[src/rtl/exe_pkg.sv]
// Shared constants for the CAP19 execute stage: widths, ALU command encodings
// and forwarding-select values.
package exe_pkg;

    localparam int WORD_LEN = 32;
    localparam int SEL_LEN  = 2;
    localparam int CMD_LEN  = 4;

    typedef enum logic [CMD_LEN-1:0] {
        EXE_ADD  = 4'b0000,
        EXE_SUB  = 4'b0010,
        EXE_AND  = 4'b0100,
        EXE_OR   = 4'b0101,
        EXE_NOR  = 4'b0110,
        EXE_XOR  = 4'b0111,
        EXE_SLL  = 4'b1000,
        EXE_SRA  = 4'b1001,
        EXE_SRL  = 4'b1010,
        EXE_SLLV = 4'b1011,
        EXE_SLT  = 4'b1100,
        EXE_NOP  = 4'b1111
    } exe_cmd_e;

    localparam logic [SEL_LEN-1:0] FWD_IDEX = 2'd0;
    localparam logic [SEL_LEN-1:0] FWD_MEM  = 2'd1;
    localparam logic [SEL_LEN-1:0] FWD_WB   = 2'd2;

endpackage

[src/rtl/fwd_mux3.sv]
// Forwarding select: ID/EX value, EX/MEM ALU result or WB result; the unused
// select code yields zero.
module fwd_mux3
    import exe_pkg::*;
#(
    parameter int LENGTH = 32
) (
    input  logic [SEL_LEN-1:0] sel,
    input  logic [LENGTH-1:0]  idex_val,
    input  logic [LENGTH-1:0]  mem_val,
    input  logic [LENGTH-1:0]  wb_val,
    output logic [LENGTH-1:0]  out_val
);

    always_comb begin
        // NOTE: default assignment first so every path drives out_val and no latch is inferred.
        out_val = '0;
        case (sel)
            FWD_IDEX: out_val = idex_val;
            FWD_MEM:  out_val = mem_val;
            FWD_WB:   out_val = wb_val;
            default:  out_val = '0;
        endcase
    end

endmodule

[src/rtl/exe_alu.sv]
// CAP19 execute stage: operand/store forwarding, 32-bit ALU, EX/MEM result registers.
// Optional ALU_FLAGS_EN adds registered zero/negative/overflow flags.
module exe_alu
    import exe_pkg::*;
(
    input  logic                clk,
    input  logic                rst_n,
    input  logic                stall,
    input  logic [CMD_LEN-1:0]  exe_cmd,
    input  logic [SEL_LEN-1:0]  val1_sel,
    input  logic [SEL_LEN-1:0]  val2_sel,
    input  logic [SEL_LEN-1:0]  st_val_sel,
    input  logic [WORD_LEN-1:0] val1,
    input  logic [WORD_LEN-1:0] val2,
    input  logic [WORD_LEN-1:0] st_value_in,
    input  logic [WORD_LEN-1:0] alu_res_mem,
    input  logic [WORD_LEN-1:0] result_wb,
    input  logic [7:0]          shamt,
    output logic [WORD_LEN-1:0] alu_result,
    output logic [WORD_LEN-1:0] st_value_out
`ifdef ALU_FLAGS_EN
    ,
    output logic                zero_flag,
    output logic                neg_flag,
    output logic                ovf_flag
`endif
);

    logic [WORD_LEN-1:0] op_a;
    logic [WORD_LEN-1:0] op_b;
    logic [WORD_LEN-1:0] st_fwd;
    logic [WORD_LEN-1:0] sum;
    logic [WORD_LEN-1:0] diff;
    logic [WORD_LEN-1:0] alu_next;
    logic [4:0]          sh_imm;
    logic                shamt_unused;

    fwd_mux3 #(.LENGTH(WORD_LEN)) u_mux_a (
        .sel      (val1_sel),
        .idex_val (val1),
        .mem_val  (alu_res_mem),
        .wb_val   (result_wb),
        .out_val  (op_a)
    );

    fwd_mux3 #(.LENGTH(WORD_LEN)) u_mux_b (
        .sel      (val2_sel),
        .idex_val (val2),
        .mem_val  (alu_res_mem),
        .wb_val   (result_wb),
        .out_val  (op_b)
    );

    fwd_mux3 #(.LENGTH(WORD_LEN)) u_mux_st (
        .sel      (st_val_sel),
        .idex_val (st_value_in),
        .mem_val  (alu_res_mem),
        .wb_val   (result_wb),
        .out_val  (st_fwd)
    );

    // Shift amounts wrap mod 32; the upper immediate bits carry no meaning.
    assign sh_imm       = shamt[4:0];
    assign shamt_unused = ^shamt[7:5];
    assign sum          = op_a + op_b;
    assign diff         = op_a - op_b;

    always_comb begin
        alu_next = '0;
        case (exe_cmd_e'(exe_cmd))
            EXE_ADD:  alu_next = sum;
            EXE_SUB:  alu_next = diff;
            EXE_AND:  alu_next = op_a & op_b;
            EXE_OR:   alu_next = op_a | op_b;
            EXE_NOR:  alu_next = ~(op_a | op_b);
            EXE_XOR:  alu_next = op_a ^ op_b;
            EXE_SLL:  alu_next = op_b << sh_imm;
            EXE_SRA:  alu_next = $signed(op_b) >>> sh_imm;
            EXE_SRL:  alu_next = op_b >> sh_imm;
            EXE_SLLV: alu_next = op_a << op_b[4:0];
            EXE_SLT:  alu_next = {{(WORD_LEN-1){1'b0}}, $signed(op_a) < $signed(op_b)};
            default:  alu_next = '0;
        endcase
    end

    // NOTE: sequential state uses non-blocking assignments; async reset clears outputs without a clock.
    always_ff @(posedge clk or negedge rst_n) begin
        if (!rst_n) begin
            alu_result   <= '0;
            st_value_out <= '0;
        end else if (!stall) begin
            alu_result   <= alu_next;
            st_value_out <= st_fwd;
        end
    end

`ifdef ALU_FLAGS_EN
    logic ovf_next;

    always_comb begin
        ovf_next = 1'b0;
        case (exe_cmd_e'(exe_cmd))
            EXE_ADD: ovf_next = (op_a[WORD_LEN-1] == op_b[WORD_LEN-1]) &&
                                (sum[WORD_LEN-1] != op_a[WORD_LEN-1]);
            EXE_SUB: ovf_next = (op_a[WORD_LEN-1] != op_b[WORD_LEN-1]) &&
                                (diff[WORD_LEN-1] != op_a[WORD_LEN-1]);
            default: ovf_next = 1'b0;
        endcase
    end

    always_ff @(posedge clk or negedge rst_n) begin
        if (!rst_n) begin
            zero_flag <= 1'b0;
            neg_flag  <= 1'b0;
            ovf_flag  <= 1'b0;
        end else if (!stall) begin
            zero_flag <= (alu_next == '0);
            neg_flag  <= alu_next[WORD_LEN-1];
            ovf_flag  <= ovf_next;
        end
    end
`endif

endmodule

[config.mk]
export PLATFORM = sky130hd
export DESIGN_NAME = exe_alu
export DESIGN_NICKNAME = d
export VERILOG_FILES = /design/src/rtl/exe_pkg.sv /design/src/rtl/fwd_mux3.sv /design/src/rtl/exe_alu.sv
export SDC_FILE = /design/constraint.sdc
export NUM_CORES = 1
export LEC_CHECK = 0
export CAP_MARGIN = 25
export CORE_MARGIN = 1.5
export CORE_UTILIZATION = 52
export DETAILED_ROUTE_END_ITERATION = 6
export PLACE_DENSITY = 0.81
export SYNTH_ARGS = -nofsm -noshare
export SYNTH_HDL_FRONTEND = slang
export SYNTH_HIERARCHICAL = 1
export SYNTH_SLANG_ARGS = --single-unit
export TNS_END_PERCENT = 30
[constraint.sdc]
create_clock -name clk -period 1.28 [get_ports clk]
set_clock_uncertainty 0.15 [all_clocks]
set_input_delay 0.32 -clock clk [delete_from_list [all_inputs] [get_ports clk]]
set_output_delay 0.32 -clock clk [all_outputs]
set_load 0.005 [all_outputs]
==> summary.md, run 1 <==
| Metric | Value |
|---|---|
| Outcome | `stopped before the end` |
| Failed at | `global routing` |
| Error | `[ERROR GRT-0116] Global routing finished with congestion. Check the congestion regions in the DRC Viewer.` |
| GRT Util Overall | `0.959` |
| Synth Flop Type | `dfrtp_1` |
| Cell Area, Synth | `15900 µm²` |
| Initial core utilization | `0.531` |
| Io pins | `between 200 and 250` |
| Syn nets | `2327` |
| Number of flops mapped to enable cells by yosys | `0` |
| Register bit total from synthesis | `64` |
| GRT Residual Overflow | `1406` |
| Die W | `~180 µm` |
| Die Ht | `178 µm` |
| Routability Congestion | `roughly 1.4` |
| Netlist cell types | `just under 90` |
| # clock sinks | `between 60 and 70` |
| Synthesized instance count | `2044` |
| Number of buffers created by CTS | `9` |
| Vias in the first global route | `between 30000 and 40000` |
| Clk buf depth | `2` |
| Port bufs | `241` |
| Root buf cell | `clkbuf_16` |
| Register area share after synthesis | `0.101` |
| Yosys synthesis warning count | `6` |
| DP Wirelength | `around 70000 µm` |
| CTS H-tree depth | `3` |
| Worst slack at placement | `-3.01 ns` |
| Synthesized area per cell | `between 7 and 8 µm²` |
| Row cnt | `63` |
| Largest net degree at the start of global routing | `65` |
| Synth async-reset ratio | `1.00` |
| Global-route wire length before repair | `around 230000 µm` |
==> metrics by stage <==
stage | cell area [µm²] | utilization | cells
CTS | 26200 | 0.876 | 3277
detailed placement | 23300 | 0.781 | 3171
global placement | 23300 | 0.781 | 3171
floorplan | 16200 | - | 2044
==> kinds of logic after synthesis <==
kind of cell / synth area share
AOI/OAI and AO/OA: 0.328
and+or+nand+nor: 0.145
muxes: 0.251
buffers and inverters: 0.0841
adders and majority gates: 0.0814
DFF: 0.101
xor gates and xnor gates: 0.00938
==> cells in the mapped netlist (17+ instances only) <==
library cell | count | area share
nand2b_1 | 17 | 0.0067
o2bb2ai_2 | 30 | 0.028
nand2_1 | 183 | 0.043
buf_6 | 24 | 0.017
buf_2 | 37 | 0.012
mux2_2 | 54 | 0.038
nand3_1 | 23 | 0.0073
mux2i_1 | 224 | 0.14
o221ai_1 | 21 | 0.012
o22ai_1 | 22 | 0.0087
a211oi_1 | 52 | 0.025
o21ai_0 | 77 | 0.024
a21o_1 | 19 | 0.0090
inv_1 | 96 | 0.023
clkbuf_1 | 93 | 0.022
o21ai_1 | 75 | 0.024
a31oi_1 | 23 | 0.0091
a21oi_1 | 150 | 0.047
nor3_1 | 37 | 0.012
o211ai_1 | 40 | 0.019
nor2_1 | 160 | 0.038
o2bb2ai_1 | 69 | 0.038
buf_1 | 21 | 0.0050
mux4_2 | 43 | 0.061
dfrtp_1 | 64 | 0.10
ha_1 | 100 | 0.079
==> metal layers <==
layer,GRT overflow,track usage
met5,25,0.736
met1,143,0.906
met4,365,1.01
met3,139,0.891
met2,734,1.07
==> repair_timing <==
action                     in CTS
setup buffers                  86
cloned                          6
hold buffers                    1
hold endpoints to repair       64
pin swaps                     111
gates resized for setup       490
setup endpoints to repair     128
==> run 2: changes to the inputs <==
--- a/config.mk
+++ b/config.mk
@@ -7,9 +7,9 @@
 export LEC_CHECK = 0
 export CAP_MARGIN = 25
 export CORE_MARGIN = 1.5
-export CORE_UTILIZATION = 52
+export CORE_UTILIZATION = 40
 export DETAILED_ROUTE_END_ITERATION = 6
-export PLACE_DENSITY = 0.81
+export PLACE_DENSITY_LB_ADDON = 0.15
 export SYNTH_ARGS = -nofsm -noshare
 export SYNTH_HDL_FRONTEND = slang
 export SYNTH_HIERARCHICAL = 1
==> constraint.sdc (replaced) <==
create_clock -name clk -period 1.65 [get_ports clk]
set_clock_uncertainty 0.15 [all_clocks]
set_input_delay 0.4125 -clock clk [delete_from_list [all_inputs] [get_ports clk]]
set_output_delay 0.4125 -clock clk [all_outputs]
set_load 0.005 [all_outputs]
==> run 2 against run 1 <==
The flow now finishes, with violations (negative setup slack). Synthesized area is the same. Synthesized cell count stayed put.
==> summary.md, run 2 <==
| Metric | Value |
|---|---|
| Hold Vio Cnt, Final | `0` |
| Part of the cycle the worst path needs | `2.15` |
| Netlist cell types | `88 (unchanged)` |
| Worst-path clk slew | `0.06 ns` |
| Die ar. | `between 40000 and 50000 µm²` |
| Sw Pwr | `~0.0073 W` |
| CTS tree | `yes` |
| Clock latency on the worst-skew pair | `0.38 ns` |
| Peak VDD IR | `0.733 mV` |
| Non-Filler Instances | `approximately 3400` |
| Pwr/cell area | `~610 nW/µm²` |
| Largest registers | `alu_result (32), st_value_out (32)` |
| Initial core utilization | `0.408 (was 0.531)` |
| Reg-to-reg startpoint | `alu_result[16]` |
| Residual DRC | `0` |
| Placed Instance Area | `23800 µm² (was 23300 µm²)` |
| # setup viols final | `33` |
| GRT Residual Overflow | `0` |
| # clock sinks | `64 (unchanged)` |
| Sw frac | `0.453` |
| Failing checks | `negative setup slack` |
| R2r setup slk | `-0.32 ns` |
| Vias in the first global route | `roughly 22000` |
| Synth Flop Type | `dfrtp_1 (unchanged)` |
| Max-cap violation count | `0` |
| Final #Nets | `about 3200` |
| Register bit total from synthesis | `64 (unchanged)` |
| Sequential share of power | `0.119` |
| Final wirelength | `between 90000 and 100000 µm` |
| Root buf cell | `clkbuf_16 (unchanged)` |
| WL/cell | `28.7 µm` |
| Combinational Power Share | `0.740` |
| Fin crit period | `between 3 and 4 ns` |
| Fmax | `282 MHz` |
| Critical path class | `in -> reg` |
| Synth-to-layout area growth | `67.6%` |
| RSZ-0062 raised after global routing | `true` |
| Layout cells sized above 1 | `0.429` |
| Number of flops mapped to enable cells by yosys | `0 (unchanged)` |
| Synthesized instance count | `2044 (unchanged)` |
| Io pins | `245 (unchanged)` |
| Worst slack at placement | `-2.74 ns (was -3.01 ns)` |
| Hold_sp | `alu_result[4]` |
| CP Data Required Time | `around 1.8 ns` |
| Internal | `about 0.0088 W` |
| DRT iter0 DRCs | `~2900` |
| Most frequent cells in the layout | `buf_4, mux2i_1, nand2_1, nor2_1, a21oi_1` |
| Global-route wire length before repair | `about 140000 µm` |
| Number of buffers created by CTS | `9 (unchanged)` |
| Crit-path max FO | `6` |
| CP Launch Point | `val2_sel[1]` |
| Synth async-reset ratio | `1.00 (unchanged)` |
| Fin Hold WS | `approximately 0.32 ns` |
| Slew Limit Fails | `0` |
| Crit start category | `input port` |
| Leak pwr | `approximately 12 nW` |
| Worst endpoint data arrival time | `between 3 and 4 ns` |
| Synthesized area per cell | `7.76 µm² (unchanged)` |
| Final worst slack | `-1.90 ns` |
| Count leader, synth | `mux2i_1 (unchanged)` |
| N_diodes | `0` |
| Drt pass-1 iters | `5` |
| CTS H-tree depth | `3 (unchanged)` |
| Commonest non-fill, non-tap cell in the layout | `buf_4` |
| Worst Tran Pin Value | `around 0.7 ns` |
| Headroom to the max-slew limit | `0.522` |
| Total negative slack | `-53.92 ns` |
| Fill cells | `~3200` |
| CP Capture Type | `flip-flop` |
| Die W | `202 µm (was 178 µm)` |
| Port bufs | `241 (unchanged)` |
| Worst hold path type | `reg -> reg` |
| Clk buf depth | `2 (unchanged)` |
| DP Wirelength | `78300 µm (was 71100 µm)` |
| Vias post-DR | `roughly 22000` |
| GRT Util Overall | `0.469` |
| Register area share after synthesis | `0.101 (unchanged)` |
| Largest net degree at the start of global routing | `65` |
| Syn nets | `2327 (unchanged)` |
| Yosys synthesis warning count | `6 (unchanged)` |
| Synth cell count leaders | `mux2i_1, nand2_1, nor2_1 (unchanged)` |
| Clock power share | `0.141` |
| Routability Congestion | `1.11 (was 1.45)` |
| Post-synth top area cell | `mux2i_1 (unchanged)` |
| Cell Area, Synth | `15900 µm² (unchanged)` |
| Die Ht | `202 µm (was 178 µm)` |
| Via density | `6.43` |
| Core footprint | `38900 µm²` |
| DP Cell Count | `3340 (was 3171)` |
| Outcome | `finished with violations (was stopped before the end)` |
| Row cnt | `72 (was 63)` |
| Top post-synthesis cells by area | `mux2i_1, dfrtp_1, ha_1, mux4_2, a21oi_1 (unchanged)` |
| Antenna violations before repair | `0` |
| ANT nets after route | `0` |
| Synth top area share | `0.141 (unchanged)` |
| Design area | `around 27000 µm²` |
[run 2: final cells by class]
cell class / instances / area, µm² / area share
flip-flops and latches: 64 / 1600 / 0.0603
repair buffers: 1033 / 8810 / 0.331
clock inverters: 1 / 30.0 / 0.00113
multi-input cells: 1691 / 14800 / 0.555
well taps: 518 / 648 / 0.0244
clock buffers: 15 / 308 / 0.0116
inverters: 110 / 423 / 0.0159
[run 2: logic make-up (layout without fill, tap and decap cells)]
group           count (synthesis)  after routing  share of synthesized area
compound gates                727            727                      0.328
buf+inv                       290           1159                     0.0841
fa+ha+maj                     102            102                     0.0814
mux                           336            336                      0.251
simple gates                  508            509                      0.145
flops                          64             64                      0.101
xor+xnor                       17             17                    0.00938
[run 2: power groups by stage]
stage	clock (W)	combinational, W	sequential, W
final	0.00227	0.0119	0.00191
after global routing	0.00233	0.0124	0.00193
after global placement	0	0.0101	0.00193
after CTS	0.00230	0.0111	0.00191
after detailed placement	0	0.0102	0.00194
after floorplan	0	0.00476	0.00194
[run 2: stage by stage]
step | util | total power [W]
3_3_place_gp | 0.612 | 0.0120
4_1_cts | 0.672 | 0.0153
5_1_grt | 0.683 | 0.0166
2_1_floorplan | - | 0.00670
6_report | 0.683 | 0.0161
3_5_place_dp | 0.612 | 0.0121
[run 2: metal layers]
| metal | vias to the layer above | track usage | part of all wire |
|---|---|---|---|
| li1 | 9454 | - | - |
| met1 | 10700 | 0.611 | 0.40 |
| met2 | 1553 | 0.747 | 0.44 |
| met3 | 308 | 0.111 | 0.11 |
| met4 | 0 | 0.185 | 0.050 |
| met5 | - | 0 | 0 |
[run 2: worst max-delay path: stages]
cell	delay, ns
buf_12	0.12
buf_12	0.14
buf_6	0.11
mux2i_1	0.12
o2bb2ai_2	0.20
inv_2	0.10
ha_4	0.27
a21oi_4	0.17
o21ai_2	0.08
o2111a_1	0.26
or4b_4	0.53
a31o_4	0.29
buf_6	0.13
a21oi_4	0.15
xnor2_2	0.09
a211oi_2	0.29
o221ai_1	0.16
[run 2: what timing repair did]
item                       in CTS  in global routing
hold buffers                    1                  0
gates resized for setup       425                 93
buffers inserted               67                 12
hold endpoints to repair       64                  0
pin swaps                     108                 51
setup endpoints to repair     128                 35
cloned                          5                  1
[run 2: worst paths after layout]
check	end	depth (start not counted)
worst max-delay path	alu_result[25]	17
worst min-delay path	alu_result[4]	2
worst max register to register	alu_result[16]	6
worst min register to register	alu_result[4]	2
max in group asynchronous	st_value_out[23]	3
min in group asynchronous	alu_result[9]	3
Power figures use the tool's default switching activity.
